$ cat src/rtl/recurrence_sequencer.sv
// recurrence_sequencer
//   Runs ITER iterations of a four-step recurrence on registers a/b/c/d:
//     a = b + c;  d = a - D_OFFSET;  b = d + B_OFFSET;  c = c + C_INC
//   Each step waits STEP_CYCLES clocks before it updates. All arithmetic is
//   modulo 2^WIDTH.
//
// Ports
//   clk, rst               clock, synchronous active-high reset
//   start, abort           job request (sampled in IDLE) / terminate running job
//   a_in..d_in             initial values, captured on the accept edge
//   a, b, c, d             working registers
//   busy, done             job running / one-cycle completion pulse
//   step                   current step (0=a, 1=d, 2=b, 3=c)
//   iter_cnt               iterations completed in the current or last job
//
// state | meaning
// ------+----------------------------------------------
// IDLE  | no job; outputs hold, waits for start
// RUN   | job active; step timer running, busy high
module recurrence_sequencer #(
  parameter int WIDTH       = 16,
  parameter int ITER        = 4,
  parameter int STEP_CYCLES = 5,
  parameter int D_OFFSET    = 3,
  parameter int B_OFFSET    = 10,
  parameter int C_INC       = 1
) (
  input  logic                        clk,
  input  logic                        rst,
  input  logic                        start,
  input  logic                        abort,
  input  logic [WIDTH-1:0]            a_in,
  input  logic [WIDTH-1:0]            b_in,
  input  logic [WIDTH-1:0]            c_in,
  input  logic [WIDTH-1:0]            d_in,
  output logic [WIDTH-1:0]            a,
  output logic [WIDTH-1:0]            b,
  output logic [WIDTH-1:0]            c,
  output logic [WIDTH-1:0]            d,
  output logic                        busy,
  output logic                        done,
  output logic [1:0]                  step,
  output logic [$clog2(ITER+1)-1:0]   iter_cnt
);

  localparam int IW = $clog2(ITER + 1);
  localparam int CW = (STEP_CYCLES > 1) ? $clog2(STEP_CYCLES) : 1;

  localparam logic [WIDTH-1:0] D_OFF     = WIDTH'(D_OFFSET);
  localparam logic [WIDTH-1:0] B_OFF     = WIDTH'(B_OFFSET);
  localparam logic [WIDTH-1:0] C_STEP    = WIDTH'(C_INC);
  localparam logic [IW-1:0]    ITER_LAST = IW'(ITER);
  // Step timer counts down; terminal count (zero) is the update edge.
  localparam logic [CW-1:0]    WAIT_INIT = CW'(STEP_CYCLES - 1);

  typedef enum logic {IDLE, RUN} state_t;

  state_t            state, state_n;
  logic [WIDTH-1:0]  a_n, b_n, c_n, d_n;
  logic              busy_n, done_n;
  logic [1:0]        step_n;
  logic [IW-1:0]     iter_n;
  logic [CW-1:0]     wcnt, wcnt_n;

  always_ff @(posedge clk) begin
    if (rst) begin
      state    <= IDLE;
      a        <= '0;
      b        <= '0;
      c        <= '0;
      d        <= '0;
      busy     <= 1'b0;
      done     <= 1'b0;
      step     <= '0;
      iter_cnt <= '0;
      wcnt     <= '0;
    end else begin
      state    <= state_n;
      a        <= a_n;
      b        <= b_n;
      c        <= c_n;
      d        <= d_n;
      busy     <= busy_n;
      done     <= done_n;
      step     <= step_n;
      iter_cnt <= iter_n;
      wcnt     <= wcnt_n;
    end
  end

  always_comb begin
    state_n = state;
    a_n     = a;
    b_n     = b;
    c_n     = c;
    d_n     = d;
    busy_n  = busy;
    done_n  = 1'b0;
    step_n  = step;
    iter_n  = iter_cnt;
    wcnt_n  = wcnt;

    case (state)
      IDLE: begin
        // abort beats start in IDLE: nothing is loaded
        if (start && !abort) begin
          state_n = RUN;
          a_n     = a_in;
          b_n     = b_in;
          c_n     = c_in;
          d_n     = d_in;
          step_n  = 2'd0;
          iter_n  = '0;
          wcnt_n  = WAIT_INIT;
          busy_n  = 1'b1;
        end
      end
      RUN: begin
        if (abort) begin
          // registers freeze; any update due on this edge is dropped
          state_n = IDLE;
          busy_n  = 1'b0;
        end else if (wcnt == '0) begin
          wcnt_n = WAIT_INIT;
          step_n = step + 2'd1;
          case (step)
            2'd0: a_n = b + c;
            2'd1: d_n = a - D_OFF;
            2'd2: b_n = d + B_OFF;
            default: begin
              c_n    = c + C_STEP;
              iter_n = iter_cnt + IW'(1);
              if (iter_n == ITER_LAST) begin
                state_n = IDLE;
                busy_n  = 1'b0;
                done_n  = 1'b1;
              end
            end
          endcase
        end else begin
          wcnt_n = wcnt - CW'(1);
        end
      end
      default: state_n = IDLE;
    endcase
  end

endmodule

$ cat config.mk
export PLATFORM = sky130hd
export DESIGN_NAME = recurrence_sequencer
export DESIGN_NICKNAME = d
export VERILOG_FILES = /design/src/rtl/recurrence_sequencer.sv
export SDC_FILE = /design/constraint.sdc
export NUM_CORES = 1
export LEC_CHECK = 0
export ABC_AREA = 1
export ABC_CLOCK_PERIOD_IN_PS = 2450
export CORE_UTILIZATION = 65
export CTS_BUF_LIST = sky130_fd_sc_hd__clkbuf_16
export DETAILED_ROUTE_END_ITERATION = 10
export DONT_BUFFER_PORTS = 1
export PLACE_DENSITY = 0.81
export SYNTH_ARGS = -nofsm -noshare
export SYNTH_HDL_FRONTEND = slang
export SYNTH_SLANG_ARGS = --single-unit
$ cat constraint.sdc
create_clock -name clk -period 2.45 [get_ports clk]
set_input_delay 0.1225 -clock clk [delete_from_list [all_inputs] [get_ports clk]]
set_output_delay 0.1225 -clock clk [all_outputs]
set_load 0.01 [all_outputs]
==> summary.md <==
| Metric | Value |
|---|---|
| Synth async-reset ratio | `0%` |
| I/O Pins | `139` |
| Mux cell area share after synthesis | `0%` |
| Failing checks | `hold timing` |
| Vias/cell | `5.89` |
| Most frequent cells in the layout | `214 x nand2_1, 92 x nor2_1, 91 x inv_1, 89 x a21oi_1, 74 x dfxtp_1` |
| Multi-input logic area | `0.00311 mm^2` |
| CTS root buffer | `clkbuf_16` |
| DP Area | `0.00515 mm^2` |
| Sequential cell area | `0.00150 mm^2` |
| Actual slew at the worst max-slew pin | `0.929 ns` |
| CP Class | `flip-flop to flip-flop` |
| Vias in the first global route | `5,313` |
| Critical path's slowest cell | `o21ai_2` |
| Pleak | `0.00254 uW` |
| Share of the synthesized area in the top cell type | `29.2%` |
| CP peak stage delay | `0.65 ns` |
| Combinational Power Share | `18.5%` |
| CP Max Fanout | `21` |
| Clk network pwr share | `39.9%` |
| Placed cells | `897` |
| Post-CTS setup buffer count | `0` |
| Reg power frac | `41.6%` |
| Hpwl dp | `10.6 mm` |
| Port bufs | `0` |
| Synth Area in Compound Gates | `19.7%` |
| Hold Slack | `-0.00286 ns` |
| Core Rows | `32` |
| Worst Clk Skew | `0.00491 ns` |
| CTS tree | `built` |
| Post-Syn Nets | `915` |
| Final #Nets | `929` |
| Placer Congestion | `0.931` |
| Hold buffers post-CTS | `29` |
| Largest net degree at the start of global routing | `53` |
| Worst skew pair latency | `0.34 ns` |
| Max cap viols | `0` |
| Diodes inserted | `0` |
| Chip Width | `90.9 um` |
| Die area | `0.00827 mm^2` |
| DRC viols | `0` |
| Final setup vio count | `0` |
| Largest area contributor in the netlist | `dfxtp_1` |
| Initial Util | `66.8%` |
| Core ar. | `0.00769 mm^2` |
| Most common cell after layout, fill and taps aside | `nand2_1` |
| Final hold violations | `2` |
| Switching portion of total power | `31.2%` |
| Data required time of the worst path | `2.67 ns` |
| Final wirelength | `15.1 mm` |
| Setup TNS | `0 ns` |
| First-pass GRT wire length | `24.8 mm` |
| Clock slew at reported path FFs | `0.06 ns` |
| Dominant synthesized flop cell | `dfxtp_1` |
| VDD IR-drop max | `0.379 mV` |
| Final Cell Area | `0.00576 mm^2` |
| Synth Area in Simple Gates | `31.8%` |
| Total power | `3530 uW` |
| Unrepaired setup endpoints after global routing | `false` |
| Post-synthesis xor/xnor area fraction | `2.56%` |
| P per Cell Area | `614 mW/mm^2` |
| CTS resizes | `0` |
| Adder-cell share of the synthesized area | `6.48%` |
| Fin crit period | `2.16 ns` |
| Antenna Nets Post-Route | `0` |
| Main combinational cell family by area after synthesis | `simple AND/OR/NAND/NOR gates` |
| Unique masters post-synth | `35` |
| CP Launch Type | `flip-flop` |
| Critical path cell sequence | `inv_1, ha_1, o21ai_2, inv_2, o21ai_0, a21oi_1` |
| Clock Sinks | `75` |
| Share of cells above drive strength 1 | `5.36%` |
| Congestion Overflow GR | `0` |
| Post-synthesis sequential area ratio | `29.2%` |
| FF+latch count, synth | `75` |
| Crit. End Element | `flip-flop` |
| Initial antenna violation count | `0` |
| WL per Instance | `16.0 um` |
| Internal Power | `2430 uW` |
| Status | `complete, but fails checks` |
| DRT iter0 DRCs | `361` |
| DR vias | `5,549` |
| Synth Cell Area | `0.00514 mm^2` |
| Average cell area after synthesis | `6.26 um^2` |
| CTS buffer count | `9` |
| All-Layer GR Usage | `37.2%` |
| Max-slew violation count | `0` |
| Yosys Warn Count | `0` |
| Share of the cycle needed by the critical path after routing | `88.3%` |
| Area Overhead vs Synth | `12.1%` |
| Synth top area cells | `dfxtp_1 29%, nand2_1 16%, a21oi_1 8.7%` |
| DRT Pass-1 Iters | `5` |
| Post-synth EDFFs | `0` |
| Fill count | `671` |
| Worst Hold Class | `primary input to flip-flop` |
| Post-Layout Cell Count | `942` |
| Clock tree buffer depth | `2` |
| Fmax achieved | `462 MHz` |
| Post-Synthesis Cells | `821` |
| Die Height | `90.9 um` |
| Slew headroom | `38.0%` |
| H-tree levels | `3` |
| Sw Pwr | `1100 uW` |
| CP arrival | `2.39 ns` |
==> cell families after synthesis <==
family          after synthesis
flops                        75
buf+inv                     127
xor+xnor                     15
simple gates                394
fa+ha+maj                    26
compound gates              184
==> state kept, by name, indices dropped and copies added, names as in the netlist <==
name,cells
a,16
wcnt,3
d,16
step,2
done,1
iter_cnt,3
c,16
b,16
busy,1
state,1
==> final timing paths <==
path | startpoint | endpoint | slack (ns) | cells past startpoint
worst max-delay path | step[0] | a[6] | 0.29 | 6
worst min-delay path | a_in[4] | a[4] | -0.003 | 2
worst max register to register | step[0] | a[6] | 0.29 | 6
worst min register to register | wcnt[2] | wcnt[1] | 0.49 | 2
==> critical path: cells and delay by family (launching register included) <==
kind,cells,cell delay [ns]
buf+inv,2,0.35
compound gates,3,1.00
fa+ha+maj,1,0.23
flops,1,0.47
==> cells in the mapped netlist (9+ instances only) <==
cell,number
a21oi_1,89
xor2_1,11
nand3_1,50
buf_2,11
nor2_1,92
o21ai_0,52
nor3_1,9
or2_2,10
clkbuf_1,15
o21ai_1,13
nand2_1,214
nand4_1,13
ha_1,25
dfxtp_1,75
a31oi_1,12
inv_1,89
==> power groups by stage <==
stage	logic (uW)	clock network, uW	registers [uW]
3_5_place_dp	581	0	1490
6_report	652	1410	1470
4_1_cts	636	1410	1470
5_1_grt	738	1450	1480
2_1_floorplan	489	0	1450
3_3_place_gp	560	0	1490
==> area by class of cell <==
class                           count  area share, %
Inverter                           93           6.10
Clock inverter                      7           1.48
Timing Repair Buffer               37           6.26
Clock buffer                        9           3.91
Sequential cell                    75           26.1
Multi-Input combinational cell    619           53.9
Tap cell                          102           2.22
==> routing by layer <==
layer | share of wire, % | vias up | track usage, %
li1 | - | 2725 | -
met1 | 41 | 2504 | 45.1
met2 | 48 | 280 | 62.4
met3 | 8.7 | 40 | 8.50
met4 | 2.6 | 0 | 17.2
met5 | 0 | - | 0
==> through the flow <==
step / hold WS (ns) / setup slack, ns / util, %
after floorplan: 0.270 / 0.717 / -
after global placement: 0.194 / 0.448 / 67.0
after detailed placement: 0.195 / 0.336 / 67.0
after CTS: 0.000118 / 0.326 / 74.9
after global routing: 0.00477 / 0.111 / 74.9
final: -0.00286 / 0.288 / 74.9
Note: power is estimated with default switching activity, not from simulation.
